--- src/rtl/wave_trigger_capture.sv ---
// Captures one frame of audio into the hidden half of the ping-pong wave RAM,
// starting on a positive zero crossing and flipping the displayed half during vsync.
module wave_trigger_capture #(
  parameter int SAMPLE_W = 16,
  parameter int ADDR_W   = 8
) (
  input  logic                clk,
  input  logic                reset,
  input  logic                new_sample_ready,
  input  logic [SAMPLE_W-1:0] new_sample_in,
  input  logic                wave_display_idle,
  output logic [ADDR_W:0]     write_address,
  output logic                write_enable,
  output logic [7:0]          write_sample,
  output logic                read_index
);

  typedef enum logic [1:0] {
    ARMED,
    ACTIVE,
    WAIT
  } state_t;

  state_t            state;
  logic [ADDR_W-1:0] count;
  logic              prev_valid;
  logic              prev_neg;
  logic [7:0]        s8;
  logic [7:0]        converted;
  logic              trigger;

  // Top byte flipped so positive full-scale lands at the top of the screen (127 - s8).
  assign s8        = new_sample_in[SAMPLE_W-1 -: 8];
  assign converted = {s8[7], ~s8[6:0]};
  assign trigger   = new_sample_ready & prev_valid & prev_neg & ~new_sample_in[SAMPLE_W-1];

  always_ff @(posedge clk or posedge reset) begin
    if (reset) begin
      state         <= ARMED;
      count         <= '0;
      prev_valid    <= 1'b0;
      prev_neg      <= 1'b0;
      read_index    <= 1'b0;
      write_enable  <= 1'b0;
      write_address <= '0;
      write_sample  <= '0;
    end else begin
      write_enable <= 1'b0;
      if (new_sample_ready) begin
        prev_valid <= 1'b1;
        prev_neg   <= new_sample_in[SAMPLE_W-1];
      end
      case (state)
        ARMED: begin
          if (trigger) begin
            write_enable  <= 1'b1;
            write_address <= {~read_index, {ADDR_W{1'b0}}};
            write_sample  <= converted;
            count         <= {{(ADDR_W-1){1'b0}}, 1'b1};
            state         <= ACTIVE;
          end
        end
        ACTIVE: begin
          if (new_sample_ready) begin
            write_enable  <= 1'b1;
            write_address <= {~read_index, count};
            write_sample  <= converted;
            count         <= count + 1'b1;
            if (&count) begin
              state <= WAIT;
            end
          end
        end
        WAIT: begin
          // The flip is the only place read_index moves, so the shown half is never written.
          if (wave_display_idle) begin
            read_index <= ~read_index;
            state      <= ARMED;
          end
        end
        default: begin
          state <= ARMED;
        end
      endcase
    end
  end

endmodule

--- config.mk ---
export PLATFORM = sky130hd
export DESIGN_NAME = wave_trigger_capture
export DESIGN_NICKNAME = d
export VERILOG_FILES = /design/src/rtl/wave_trigger_capture.sv
export SDC_FILE = /design/constraint.sdc
export NUM_CORES = 1
export LEC_CHECK = 0
export CAP_MARGIN = 20
export CORE_MARGIN = 1
export CORE_UTILIZATION = 49
export DETAILED_ROUTE_END_ITERATION = 6
export GPL_ROUTABILITY_DRIVEN = 1
export GPL_TIMING_DRIVEN = 0
export PLACE_DENSITY_LB_ADDON = 0.1
export SETUP_SLACK_MARGIN = 0.1
export SLEW_MARGIN = 20
export SYNTH_ARGS = -nofsm -noshare
export SYNTH_HDL_FRONTEND = slang
export SYNTH_SLANG_ARGS = --single-unit
--- constraint.sdc ---
create_clock -name clk -period 4.5 [get_ports clk]
set_clock_uncertainty 0.05 [all_clocks]
set_input_delay 0.675 -clock clk [delete_from_list [all_inputs] [get_ports clk]]
set_output_delay 0.675 -clock clk [all_outputs]
set_load 0.03 [all_outputs]
==> out/metrics.cfg, run 1 <==
[status]
status = finished, final reports clean

[power]
total_power_uw = 868
p_switching_uw = 331
power_frac_seq_pct = 44.7
p_clk_share_pct = 17.4
power.leakage_nw = 0.776
ir_drop_uv = 448
pwr-share-comb_pct = 37.8
p_sw_share_pct = 38.1
powerDensity_nw_per_um2 = 498
internal_power_uw = 537

[place]
io_buffer_count = 30
dpl_cell_area_um2 = 1690
hpwlAfterDp_um = 1860
dp_cells = 187
detailedPlace.worstSlack_ns = 2.22
place_congestion = 0.791

[yosys]
syn_nets = 147
ys_types = 32
ys_warn_count = 0
ys_ff_latch = 31
seq_area_frac_synth_pct = 58.4
yosys.area.top_type_share_pct = 58.4
synth_top_cell_by_area = dfrtp_1
synthCells = 126
post_synth.cell_area_avg_um2 = 10.5
synth_area_leaders = dfrtp_1, nand2_1, o21ai_1
syn_area_um2 = 1330

[worst_setup_path]
startpoint_type = flop
max_stage_delay_ns = 0.69
crit_type = reg2out
path_buf_inv = 1
cp.arrival_ns = 1.41
slowest_stage = clkdlybuf4s50_1
endpoint_kind = output pin
path_delay_family = buffers and inverters
crit_required_ns = 3.77
crit_chain = clkdlybuf4s50_1
worstPathMaxFanout = 3

[timing]
slew_headroom_pct = 58.2
setup_tns_ns = 0
period_needed_ns = 2.14
maxSlewViolCount = 0
min_period_over_period_pct = 47.5
timing.hold.ws_ns = 0.438
tightest_slew_ns = 0.627
rsz0062_at_grt = false
fin_ws_ns = 2.36
timing.fmax_ghz = 0.468
hold_viol = 0
finalSetupViolCount = 0

[hold_path]
hold_class = reg2reg

[floorplan]
die_area_um2 = 2920
pin_count = 39
rows = 18
start_util_pct = 52.7
die_x_um = 54.1
die_h_um = 54.1
core_area_um2 = 2520

[clocking]
post-cts-setup-buffer-count = 0
clock_latency_ns = 0.33
cts_resized = 0
cts_buffers = 5
hold_buffers = 0
clk_pin_slew_ns = 0.08
clock-sinks = 31
cts-root-buf = clkbuf_4
cts-htree-levels = 2
clockBufferDepth = 2
cts_tree = done

[flow_run]
drv_cap = 0

[detailed_routing]
drt-pass1-iter-count = 4
drtAntennaViolNets = 0
num_vias = 1017
initialDrtViolationCount = 15
drt_wl_total_um = 2460
drc = 0
via_per_inst = 5.22
wl_per_cell_um = 12.6

[finish]
finalInstanceArea_um2 = 1740
final_nets = 185
antenna_cells = 0
fin_util_pct = 69.1
area_delta_synth_final_pct = 31.3
layout-drive-gt1-share_pct = 12.7
instances_no_fill = 195

[global_routing]
overflow = 0
grt.total_usage_pct = 21.3
antenna_found_initial = 0
grt_pass1_wl_um = 4200
grt_max_degree = 18
first_global_vias = 950

power groups by stage:
stage | sequential (mW) | combinational, mW | clock [mW]
2_1_floorplan | 0.472 | 0.121 | 0
3_3_place_gp | 0.391 | 0.323 | 0
3_5_place_dp | 0.395 | 0.331 | 0
4_1_cts | 0.389 | 0.332 | 0.156
5_1_grt | 0.397 | 0.361 | 0.166
6_report | 0.388 | 0.328 | 0.151
worst min-delay path: cells and delay by family (launching register included):
family | cells | cell delay [ns]
and+or+nand+nor | 1 | 0.05
DFF | 1 | 0.35
AOI/OAI and AO/OA | 1 | 0.06
cells in the mapped netlist (all sizes together):
cell / instances
a2111oi: 1
a211oi: 1
a21o: 2
a21oi: 1
a22o: 1
and3: 3
buf: 4
dfrtp: 31
ha: 1
inv: 4
mux2: 2
nand2: 29
nand2b: 2
nand3: 2
nand3b: 2
nand4: 1
nand4b: 1
nor2: 7
nor3: 1
o21ai: 24
o22ai: 1
or2: 1
or3: 1
xnor2: 2
xor2: 1
registers in the layout (all words and copies together), names as in the netlist:
register / cells
write_address: 9
count: 8
write_sample: 8
state: 2
prev_neg: 1
prev_valid: 1
read_index: 1
write_enable: 1
cells by family after synthesis:
kind of cell,share of synthesized area (%)
compound gates,14.3
xor+xnor,1.98
fa+ha+maj,0.941
buf+inv,3.58
flops,58.4
mux,1.98
simple gates,18.8
layer usage:
metal / routed length [um] / global-route usage, %
met1: 1120 / 25.1
met2: 1130 / 34.0
met5: 0 / 0
met3: 141 / 6.50
met4: 68 / 12.8
worst paths after layout:
check | startpoint | endpoint | slack, ns | cells after the start
setup / recovery | read_index | read_index | 2.36 | 1
min in group asynchronous | reset | write_address[2] | 0.66 | 2
hold / removal | write_sample[2] | write_sample[2] | 0.44 | 2
hold reg to reg | write_sample[2] | write_sample[2] | 0.44 | 2
max in group asynchronous | reset | write_address[8] | 3.24 | 3
setup reg to reg | count[0] | state[0] | 2.93 | 5
final cells by class:
class                           instances  area, um2
Inverter                                4       15.0
Buffer                                  4       32.5
Clock inverter                          1       5.00
Timing Repair Buffer                   31        328
Sequential cell                        31        776
Clock buffer                            7       45.0
Multi-Input combinational cell         87        505
Fill cell                             200        778
Tap cell                               30       37.5
layout by cell type, fill, tap and decap left out, drive strengths merged:
| cell type | n |
|---|---|
| a2111oi | 1 |
| a211oi | 1 |
| a21o | 2 |
| a21oi | 1 |
| a22o | 1 |
| and3 | 3 |
| buf | 5 |
| clkbuf | 7 |
| clkdlybuf4s50 | 30 |
| clkinv | 1 |
| dfrtp | 31 |
| ha | 1 |
| inv | 4 |
| mux2 | 2 |
| nand2 | 29 |
| nand2b | 2 |
| nand3 | 2 |
| nand3b | 2 |
| nand4 | 1 |
| nand4b | 1 |
| nor2 | 7 |
| nor3 | 1 |
| o21ai | 24 |
| o22ai | 1 |
| or2 | 1 |
| or3 | 1 |
| xnor2 | 2 |
| xor2 | 1 |
Note: power is estimated with default switching activity, not from simulation.
==> run 2: changes to the inputs <==
--- a/config.mk
+++ b/config.mk
@@ -7,7 +7,7 @@
 export LEC_CHECK = 0
 export CAP_MARGIN = 20
 export CORE_MARGIN = 1
-export CORE_UTILIZATION = 49
+export CORE_UTILIZATION = 41
 export DETAILED_ROUTE_END_ITERATION = 6
 export GPL_ROUTABILITY_DRIVEN = 1
 export GPL_TIMING_DRIVEN = 0
==> constraint.sdc (replaced) <==
create_clock -name clk -period 1.8 [get_ports clk]
set_clock_uncertainty 0.05 [all_clocks]
set_input_delay 0.27 -clock clk [delete_from_list [all_inputs] [get_ports clk]]
set_output_delay 0.27 -clock clk [all_outputs]
set_load 0.03 [all_outputs]
==> run 2 against run 1 <==
  * Die area is 19% higher
  * Largest cell class unchanged
  * Critical endpoint is now write_enable
  * Clock power grew to 3.0 times the previous value
  * Sequential power grew to 2.5 times the previous value
  * Total power grew to 2.6 times the previous value
  * Register-to-register slack worse by 2.7 ns
==> out/metrics.cfg, run 2 (synthesis results as in run 1) <==
[floorplan]
die_h_um = 58.9  ; +9.0%
start_util_pct = 43.5  ; -9.2 points
core_area_um2 = 3050  ; +21%
die_area_um2 = 3470  ; +19%
rows = 20  ; +2
die_x_um = 58.9  ; +9.0%
pin_count = 39  ; unchanged

[flow_run]
drv_cap = 0  ; unchanged

[global_routing]
first_global_vias = 963  ; +1.4%
grt_busiest_layer = met2
grt_pass1_wl_um = 4570  ; +8.9%
antenna_found_initial = 0  ; unchanged
grt_use_met2_pct = 28.9  ; -5.1 points
grt_max_degree = 32  ; +14
overflow = 0  ; unchanged
grtUsageMet1_pct = 23.2  ; -1.9 points
grt_use_met3_pct = 6.59  ; +0.096 points
grt.total_usage_pct = 18.4  ; -2.9 points

[finish]
largest_registers = write_address x9, count x8, write_sample x8
final_cell_mix = dfrtp_1, nand2_1, o21ai_1
layout-drive-gt1-share_pct = 13.4  ; +0.69 points
fin_util_pct = 58.4  ; -11 points
top_register = write_address
largest_reg_flops = 9  ; unchanged
layout_commonest_cell = dfrtp_1
area_delta_synth_final_pct = 34.2
final_nets = 184  ; -0.54%
antenna_cells = 0  ; unchanged

[place]
hpwlAfterDp_um = 1870  ; +0.91%
place_congestion = 0.854  ; +8.1%
io_buffer_count = 30  ; unchanged
detailedPlace.worstSlack_ns = -0.0739  ; -2.29 ns

[detailed_routing]
drt-pass1-iter-count = 4  ; unchanged
wl_per_cell_um = 12.9  ; +2.1%
drc = 0  ; unchanged
drt_wl_total_um = 2670  ; +8.9%
drtAntennaViolNets = 0  ; unchanged
num_vias = 1020  ; +0.29%
via_per_inst = 4.90  ; -6.0%
initialDrtViolationCount = 27  ; +12

[clocking]
clock-sinks = 31  ; unchanged
cts-root-buf = clkbuf_4
clockBufferDepth = 2  ; unchanged
cts_buffers = 5  ; unchanged
clk_pin_slew_ns = 0.09  ; about the same
clock_latency_ns = 0.32  ; about the same
cts-htree-levels = 2  ; unchanged
cts_tree = done
post-cts-setup-buffer-count = 0  ; unchanged

[worst_setup_path]
slowest_stage = clkdlybuf4s50_1
startpoint_type = flop
r2r_slack_ns = 0.25  ; -2.68 ns
crit_required_ns = 1.48  ; -2.29 ns
crit_start = write_enable
crit_type = reg2out
endpoint_kind = output pin
cp.arrival_ns = 1.31  ; -0.10 ns
max_stage_delay_ns = 0.66  ; -0.03 ns
path_buf_inv = 1  ; unchanged
worstPathMaxFanout = 1  ; -2
path_delay_family = buffers and inverters
crit_chain = clkdlybuf4s50_1
reg2reg_from = count[0]

[timing]
maxSlewViolCount = 0  ; unchanged
timing.fmax_ghz = 0.614
fin_ws_ns = 0.171  ; -2.19 ns
slew_headroom_pct = 57.5  ; -0.70 points
timing.hold.ws_ns = 0.297  ; -0.141 ns
min_period_over_period_pct = 90.5
period_needed_ns = 1.63
tightest_slew_ns = 0.637  ; +0.0103 ns
rsz0062_at_grt = false
setup_tns_ns = 0  ; unchanged
hold_viol = 0  ; unchanged
finalSetupViolCount = 0  ; unchanged

[power]
powerDensity_nw_per_um2 = 1240  ; +150%
power.leakage_nw = 0.983  ; +27%
ir_drop_uv = 788  ; +76%

[status]
status = finished, final reports clean

[hold_path]
hold_class = in2async

-- run 2: metal layers --
metal | wire length, um | part of all wire, % | vias to the layer above
li1 | - | - | 503
met1 | 1180 | 44 | 476
met2 | 1260 | 47 | 35
met3 | 188 | 7.0 | 6
met4 | 42 | 1.6 | 0
met5 | 0 | 0 | -
-- run 2: report_power, final --
part / internal, mW / switching [mW]
Clock: 0.230 / 0.229
Sequential: 0.851 / 0.121
Combinational: 0.301 / 0.485
-- run 2: per-stage QoR --
step	total power [mW]	area [um2]	cells
after global placement	1.79	1680	200
after floorplan	1.48	1330	126
after detailed placement	1.82	1680	200
after CTS	2.26	1750	208
final	2.22	1780	208
after global routing	2.36	1780	208
-- run 2: repair_timing --
action	4_1_cts	5_1_grt
setup endpoints to repair	4	14
pin swaps	0	0
hold buffers	0	0
gates resized for setup	4	14
-- run 2: cell type report --
class,count,area [um2]
fill,295,1270
sequential,31,776
multi-input combinational,87,505
timing repair buffer,30,330
clock buffer,8,68.8
tap,44,55.1
buffer,4,32.5
inverter,4,15.0
-- run 2: final timing paths --
kind                                     to  depth (start not counted)
setup / recovery               write_enable                          1
hold / removal             write_address[2]                          2
setup reg to reg                   state[0]                          5
hold reg to reg            write_address[4]                          2
max in group asynchronous   write_sample[5]                          2
min in group clk           write_address[4]                          2
